==> config.mk <==
export PLATFORM = sky130hd
export DESIGN_NAME = fetch_bpu
export DESIGN_NICKNAME = d
export VERILOG_FILES = /design/src/rtl/fetch_bpu.sv
export SDC_FILE = /design/constraint.sdc
export NUM_CORES = 1
export LEC_CHECK = 0
export ABC_CLOCK_PERIOD_IN_PS = 4200
export BUFFER_PORTS_ARGS = -buffer_cell sky130_fd_sc_hd__clkbuf_2
export CORE_AREA = 2 2 91 93
export DETAILED_ROUTE_END_ITERATION = 10
export DIE_AREA = 0 0 93 95
export PLACE_DENSITY = 0.83
export SLEW_MARGIN = 20
export SYNTH_ARGS = -nofsm -noshare
export SYNTH_HDL_FRONTEND = slang
export SYNTH_SLANG_ARGS = --single-unit
export TNS_END_PERCENT = 1
==> constraint.sdc <==
create_clock -name clk -period 4.2 [get_ports clk]
set_input_delay 0.84 -clock clk [delete_from_list [all_inputs] [get_ports clk]]
set_output_delay 0.84 -clock clk [all_outputs]
set_load 0.05 [all_outputs]
==> src/rtl/fetch_bpu.sv <==
// rtl/fetch_bpu.sv - fetch stage with integrated bimodal branch predictor
//
// Holds the program counter, decodes j/jal/beq/bne from the instruction
// returned by instruction memory in the same cycle, predicts conditional
// branches from a table of 2-bit saturating counters and redirects on a
// misprediction reported by EX.
//
// Parameters:
//   PC_W       PC / instruction-address width in words
//   BHT_DEPTH  predictor entries (power of two, >= 2), indexed by low PC bits
//   RESET_PC   PC value after reset
//
// Ports:
//   clk, rst            clock (rising edge), asynchronous active-low reset
//   hold                stall, PC keeps its value (a mispredict still redirects)
//   instr               instruction at the current PC
//   jr, jr_addr         jump-register redirect and target
//   ex_branch           EX holds a resolved conditional branch
//   ex_taken, ex_pred   actual outcome and the prediction it carried
//   ex_pc               PC of the resolving branch (selects the counter)
//   ex_pc_plus1         fall-through address of the branch
//   ex_target           taken target of the branch
//   pc, pc_plus1        current PC (imem address) and pc+1 modulo 2^PC_W
//   pred_taken          prediction for instr, 0 unless instr is beq/bne
//   flush               misprediction this cycle, younger IF/ID contents invalid
//   stat_branches       resolved-branch count
//   stat_mispredicts    misprediction count
//
// Build option: FETCH_BPU_STATS_EN builds the two 32-bit statistics
// counters; without it both stat outputs are tied to 0.

module fetch_bpu #(
   parameter int              PC_W      = 10,
   parameter int              BHT_DEPTH = 16,
   parameter logic [PC_W-1:0] RESET_PC  = '0
) (
   input  logic            clk,
   input  logic            rst,
   input  logic            hold,
   input  logic [31:0]     instr,
   input  logic            jr,
   input  logic [PC_W-1:0] jr_addr,
   input  logic            ex_branch,
   input  logic            ex_taken,
   input  logic            ex_pred,
   input  logic [PC_W-1:0] ex_pc,
   input  logic [PC_W-1:0] ex_pc_plus1,
   input  logic [PC_W-1:0] ex_target,
   output logic [PC_W-1:0] pc,
   output logic [PC_W-1:0] pc_plus1,
   output logic            pred_taken,
   output logic            flush,
   output logic [31:0]     stat_branches,
   output logic [31:0]     stat_mispredicts
);

   localparam int              IDX_W = $clog2(BHT_DEPTH);
   localparam logic [5:0]      OP_J   = 6'h02;
   localparam logic [5:0]      OP_JAL = 6'h03;
   localparam logic [5:0]      OP_BEQ = 6'h04;
   localparam logic [5:0]      OP_BNE = 6'h05;
   localparam logic [PC_W-1:0] PC_ONE = 1;

   logic [1:0]      bht [BHT_DEPTH];
   logic [5:0]      opcode;
   logic [PC_W-1:0] addr;
   logic            is_jump;
   logic            is_branch;
   logic [1:0]      ctr_rd;
   logic [1:0]      ctr_wr;
   logic            mispredict;
   logic [PC_W-1:0] pc_next;

   // Address bits above the PC width and the high ex_pc bits are not needed.
   logic unused_bits;
   assign unused_bits = &{1'b0, instr[25:PC_W], ex_pc[PC_W-1:IDX_W]};

   assign opcode    = instr[31:26];
   assign addr      = instr[PC_W-1:0];
   assign is_jump   = (opcode == OP_J) || (opcode == OP_JAL);
   assign is_branch = (opcode == OP_BEQ) || (opcode == OP_BNE);

   // Read and write ports of the table; a same-index read in the update
   // cycle sees the old value because the write only lands at the edge.
   assign ctr_rd = bht[pc[IDX_W-1:0]];
   assign ctr_wr = bht[ex_pc[IDX_W-1:0]];

   assign pc_plus1   = pc + PC_ONE;
   assign pred_taken = is_branch & ctr_rd[1];
   assign mispredict = ex_branch & (ex_taken != ex_pred);
   assign flush      = mispredict;

   // Redirect priority: a mispredict outranks hold and jr, because the jr
   // and anything else in IF is younger than the branch and is being flushed.
   always_comb begin
      pc_next = pc_plus1;
      if (mispredict) begin
         pc_next = ex_taken ? ex_target : ex_pc_plus1;
      end else if (hold) begin
         pc_next = pc;
      end else if (jr) begin
         pc_next = jr_addr;
      end else if (is_jump) begin
         pc_next = addr;
      end else if (pred_taken) begin
         pc_next = pc_plus1 + addr;
      end
   end

   always_ff @(posedge clk or negedge rst) begin
      if (!rst) begin
         pc <= RESET_PC;
      end else begin
         pc <= pc_next;
      end
   end

   // Counter training follows every resolution, regardless of hold.
   always_ff @(posedge clk or negedge rst) begin
      if (!rst) begin
         for (int i = 0; i < BHT_DEPTH; i++) begin
            bht[i] <= 2'b01;
         end
      end else if (ex_branch) begin
         if (ex_taken) begin
            if (ctr_wr != 2'b11) begin
               bht[ex_pc[IDX_W-1:0]] <= ctr_wr + 2'd1;
            end
         end else begin
            if (ctr_wr != 2'b00) begin
               bht[ex_pc[IDX_W-1:0]] <= ctr_wr - 2'd1;
            end
         end
      end
   end

`ifdef FETCH_BPU_STATS_EN
   logic [31:0] br_cnt;
   logic [31:0] mp_cnt;

   always_ff @(posedge clk or negedge rst) begin
      if (!rst) begin
         br_cnt <= '0;
         mp_cnt <= '0;
      end else begin
         if (ex_branch) begin
            br_cnt <= br_cnt + 32'd1;
         end
         if (mispredict) begin
            mp_cnt <= mp_cnt + 32'd1;
         end
      end
   end

   assign stat_branches    = br_cnt;
   assign stat_mispredicts = mp_cnt;
`else
   assign stat_branches    = 32'd0;
   assign stat_mispredicts = 32'd0;
`endif

endmodule

==> impl_table.tex <==
\begin{tabular}{lr}
\hline
Metric & Value \\
\hline
\multicolumn{2}{l}{\textbf{Worst setup path}} \\
\quad Family with the most delay on the worst path & multiplexers \\
\quad Kind of end point of the critical path & flip-flop \\
\quad Worst EP arrival & 3.94 ns \\
\quad Worst-path maximum fanout & 14 \\
\quad Critical Path Start Type & input pin \\
\quad Buffers and inverters on the worst path & 2 \\
\quad Max stage delay on crit path & 0.56 ns \\
\quad CP max-delay cell & mux4\_2 \\
\quad Type of the setup path with the least slack & in2reg \\
\quad WP data required & 4.37 ns \\
\quad List of cells traversed by the critical path & clkbuf\_2 > mux4\_2 > mux2\_2 > o21ai\_2 > inv\_2 > ha\_1 > mux2i\_1 > nand2\_1 > nor2\_1 > or4b\_1 > mux2\_1 \\
\multicolumn{2}{l}{\textbf{Cells and area}} \\
\quad Area occupied by multi-input gates & 2349 µm² \\
\quad Combined flip-flop and latch cell area & 1071 µm² \\
\quad Post-layout util & 51.39\% \\
\quad \# diodes & 0 \\
\quad Area growth syn-to-layout & 7.459\% \\
\quad Filler cell count in the final layout & 742 \\
\quad Filler-free cell count of the finished design & 589 \\
\quad Share of post-route cells with drive strength above 1 & 26.65\% \\
\quad Design Area, Final & 4074 µm² \\
\quad Net count, final & 575 \\
\multicolumn{2}{l}{\textbf{Place}} \\
\quad Area after DPL & 3985 µm² \\
\quad Pre-CTS WS & 0.1223 ns \\
\quad Final weighted congestion of routability-driven global placement & 0.9224 \\
\quad Post-detail-place hpwl & 7372 µm \\
\quad Count of input and output buffers & 77 \\
\quad DP Cell Count & 581 \\
\multicolumn{2}{l}{\textbf{Job}} \\
\quad \# Max-Cap Violations & 0 \\
\multicolumn{2}{l}{\textbf{Clock tree}} \\
\quad Setup bufs post-CTS & 0 \\
\quad Clock transition time at the flip-flop clock pins of the worst setup and hold paths & 0.09 ns \\
\quad H-Tree Depth & 2 \\
\quad CTS max path bufs & 2 \\
\quad Root cell of the clock tree & clkbuf\_8 \\
\quad CTS tree & yes \\
\quad Clk Latency, worst-skew pair & 0.29 ns \\
\quad Clock Sink Count & 42 \\
\quad Number of buffers created by CTS & 5 \\
\quad Count of instances resized after the clock tree is built & 0 \\
\quad Hold-fix buffers, CTS & 0 \\
\multicolumn{2}{l}{\textbf{Route}} \\
\quad Via density per instance & 5.486 \\
\quad Number of iterations in the first detailed-routing pass & 5 \\
\quad Violation count after the first detailed-routing iteration & 190 \\
\quad Routed wire length & 9283 µm \\
\quad Residual DRC count & 0 \\
\quad Vias post-DR & 3,231 \\
\quad Final ANT Viol Nets & 0 \\
\quad Post-detailed-route wirelength per cell & 15.76 µm \\
\multicolumn{2}{l}{\textbf{Min path}} \\
\quad Class of the most critical hold timing path & reg2reg \\
\multicolumn{2}{l}{\textbf{GRT}} \\
\quad Global route overflow & 0 \\
\quad Via count of the first global-routing pass & 3,064 \\
\quad Largest net degree at the start of global routing & 43 \\
\quad Global-route wire length before repair & 14,440 µm \\
\quad GRT Resource Usage Total & 20.61\% \\
\quad Antenna violations before repair & 0 \\
\multicolumn{2}{l}{\textbf{Yosys}} \\
\quad Count of cell types in the netlist & 57 \\
\quad Largest cells by area after synthesis & dfrtp\_1 17\%, buf\_4 13\%, dfstp\_2 11\%, mux4\_2 5.3\%, mux2i\_1 5.0\% \\
\quad Commonest register cell after synthesis & dfrtp\_1 \\
\quad Synth cell count leaders & 64 x buf\_4, 38 x nand2\_1, 26 x dfrtp\_1, 26 x nor2\_1, 19 x mux2i\_1 \\
\quad Post-Syn Area & 3791 µm² \\
\quad EDFF count, synth & 0 \\
\quad Number of standard cells after synthesis & 417 \\
\quad Sequential element share of the synthesized area & 28.25\% \\
\quad Mapped Avg Cell Area & 9.091 µm² \\
\quad Total number of yosys warnings & 0 \\
\quad Fraction of post-synthesis cell area in the top cell type by area & 17.16\% \\
\quad Number of flip-flops and latches in the synthesized netlist & 42 \\
\quad Cell accounting for the most synthesized area & dfrtp\_1 \\
\quad Async set or reset register ratio after synthesis & 100.0\% \\
\quad Most common cell in the synthesized netlist & buf\_4 \\
\multicolumn{2}{l}{\textbf{Pwr}} \\
\quad Worst IR Drop VDD & 378.6 µV \\
\quad Power Density & 533.2 nW/µm² \\
\quad Leakage component of the power & 1.933 nW \\
\quad Overall power after layout & 2.172 mW \\
\multicolumn{2}{l}{\textbf{Floorplan}} \\
\quad Die footprint & 8835 µm² \\
\quad Placeable core region & 7928 µm² \\
\quad Vertical die dimension & 95 µm \\
\quad Number of cell rows & 33 \\
\quad Horizontal extent of the die & 93 µm \\
\quad Initial core utilization & 47.82\% \\
\quad IO Pins & 165 \\
\multicolumn{2}{l}{\textbf{Timing}} \\
\quad Fmax & 0.2656 GHz \\
\quad Total negative slack & 0 ns \\
\quad Worst-case hold slack & 0.4676 ns \\
\quad Unrepaired setup endpoints after global routing & false \\
\quad Minimum clock period & 3.766 ns \\
\quad Post-route clock skew & 0.007357 ns \\
\quad Count of endpoints failing setup in the final report & 0 \\
\quad Worst slew pin tran & 1.064 ns \\
\quad Tightest slew margin relative to the limit & 28.53\% \\
\quad Period utilisation layout & 89.66\% \\
\quad Post-route worst setup slack & 0.4343 ns \\
\quad Number of max-slew violations in the final report & 0 \\
\quad Number of hold violations in the final report & 0 \\
\multicolumn{2}{l}{\textbf{Outcome}} \\
\quad Run status & finished clean \\
\hline
\end{tabular}
[final cells by class]
class / count / share of cell area, %
Inverter: 7 / 0.6450
Clock buffer: 5 / 1.689
Tap cell: 105 / 3.225
Sequential cell: 42 / 26.29
Timing Repair Buffer: 80 / 10.01
Clock inverter: 3 / 0.4914
Multi-Input combinational cell: 347 / 57.65
[kinds of logic (layout without fill, tap and decap cells)]
family                   after synthesis  after routing  synth area share (%)
AND/OR/NAND/NOR                      114            114                 14.62
adder cells (fa/ha/maj)               13             13                 4.488
flip-flops                            42             42                 28.25
other                                  1             64               0.09891
multiplexers                          54             54                 18.18
AO/OA/AOI/OAI                         87             87                 14.85
buffers and inverters                 91             95                 16.04
XOR/XNOR                              15             15                 3.465
[power breakdown]
part           internal [mW]  switching [mW]  leakage (nW)
Clock                  0.117           0.146        0.0484
Sequential             0.631           0.150         0.489
Combinational          0.423           0.706          1.40
Total                   1.17            1.00          1.93
[cell usage in the layout, fill, tap and decap left out, drive strengths merged, types with 3 or more instances in the layout]
cell and n:
mux4 9, mux2i 19, nor3 8, nand2b 4, clkbuf 81, or4 3, buf 4, xnor2 11
and3 4, o21a 3, dfrtp 26, a21o 5, nor2 26, a31oi 6, mux2 26, nand2 39
ha 12, xor2 4, dfstp 16, a211oi 6, o31ai 4, nor4 3, nand4 6, o21ai 28
or3 6, a21oi 16, conb 64, nand3 8, inv 8
[routing by layer]
layer,global-route usage [%],vias to the layer above,share of wire [%]
met2,37.98,162,52
met1,25.24,1521,39
met5,0,-,0
met4,5.147,0,2.2
met3,3.192,22,7.0
li1,-,1526,-
[worst min-delay path, cell delays in order, from the launching register on]
cell     delay, ns
dfstp_2       0.38
nand2_1       0.04
o21ai_1       0.05
[path summary, 6_finish.rpt]
path	start	endpoint	slack, ns	cells past startpoint
max in group asynchronous	rst	bht[31]	2.94	1
min in group asynchronous	rst	bht[7]	0.68	1
min reg2reg	flip-flop	flip-flop	0.47	2
max	ex_pc[0]	bht[31]	0.43	11
max reg2reg	pc[1]	pc[6]	0.94	9
min	flip-flop	flip-flop	0.47	2
Power figures use the tool's default switching activity.
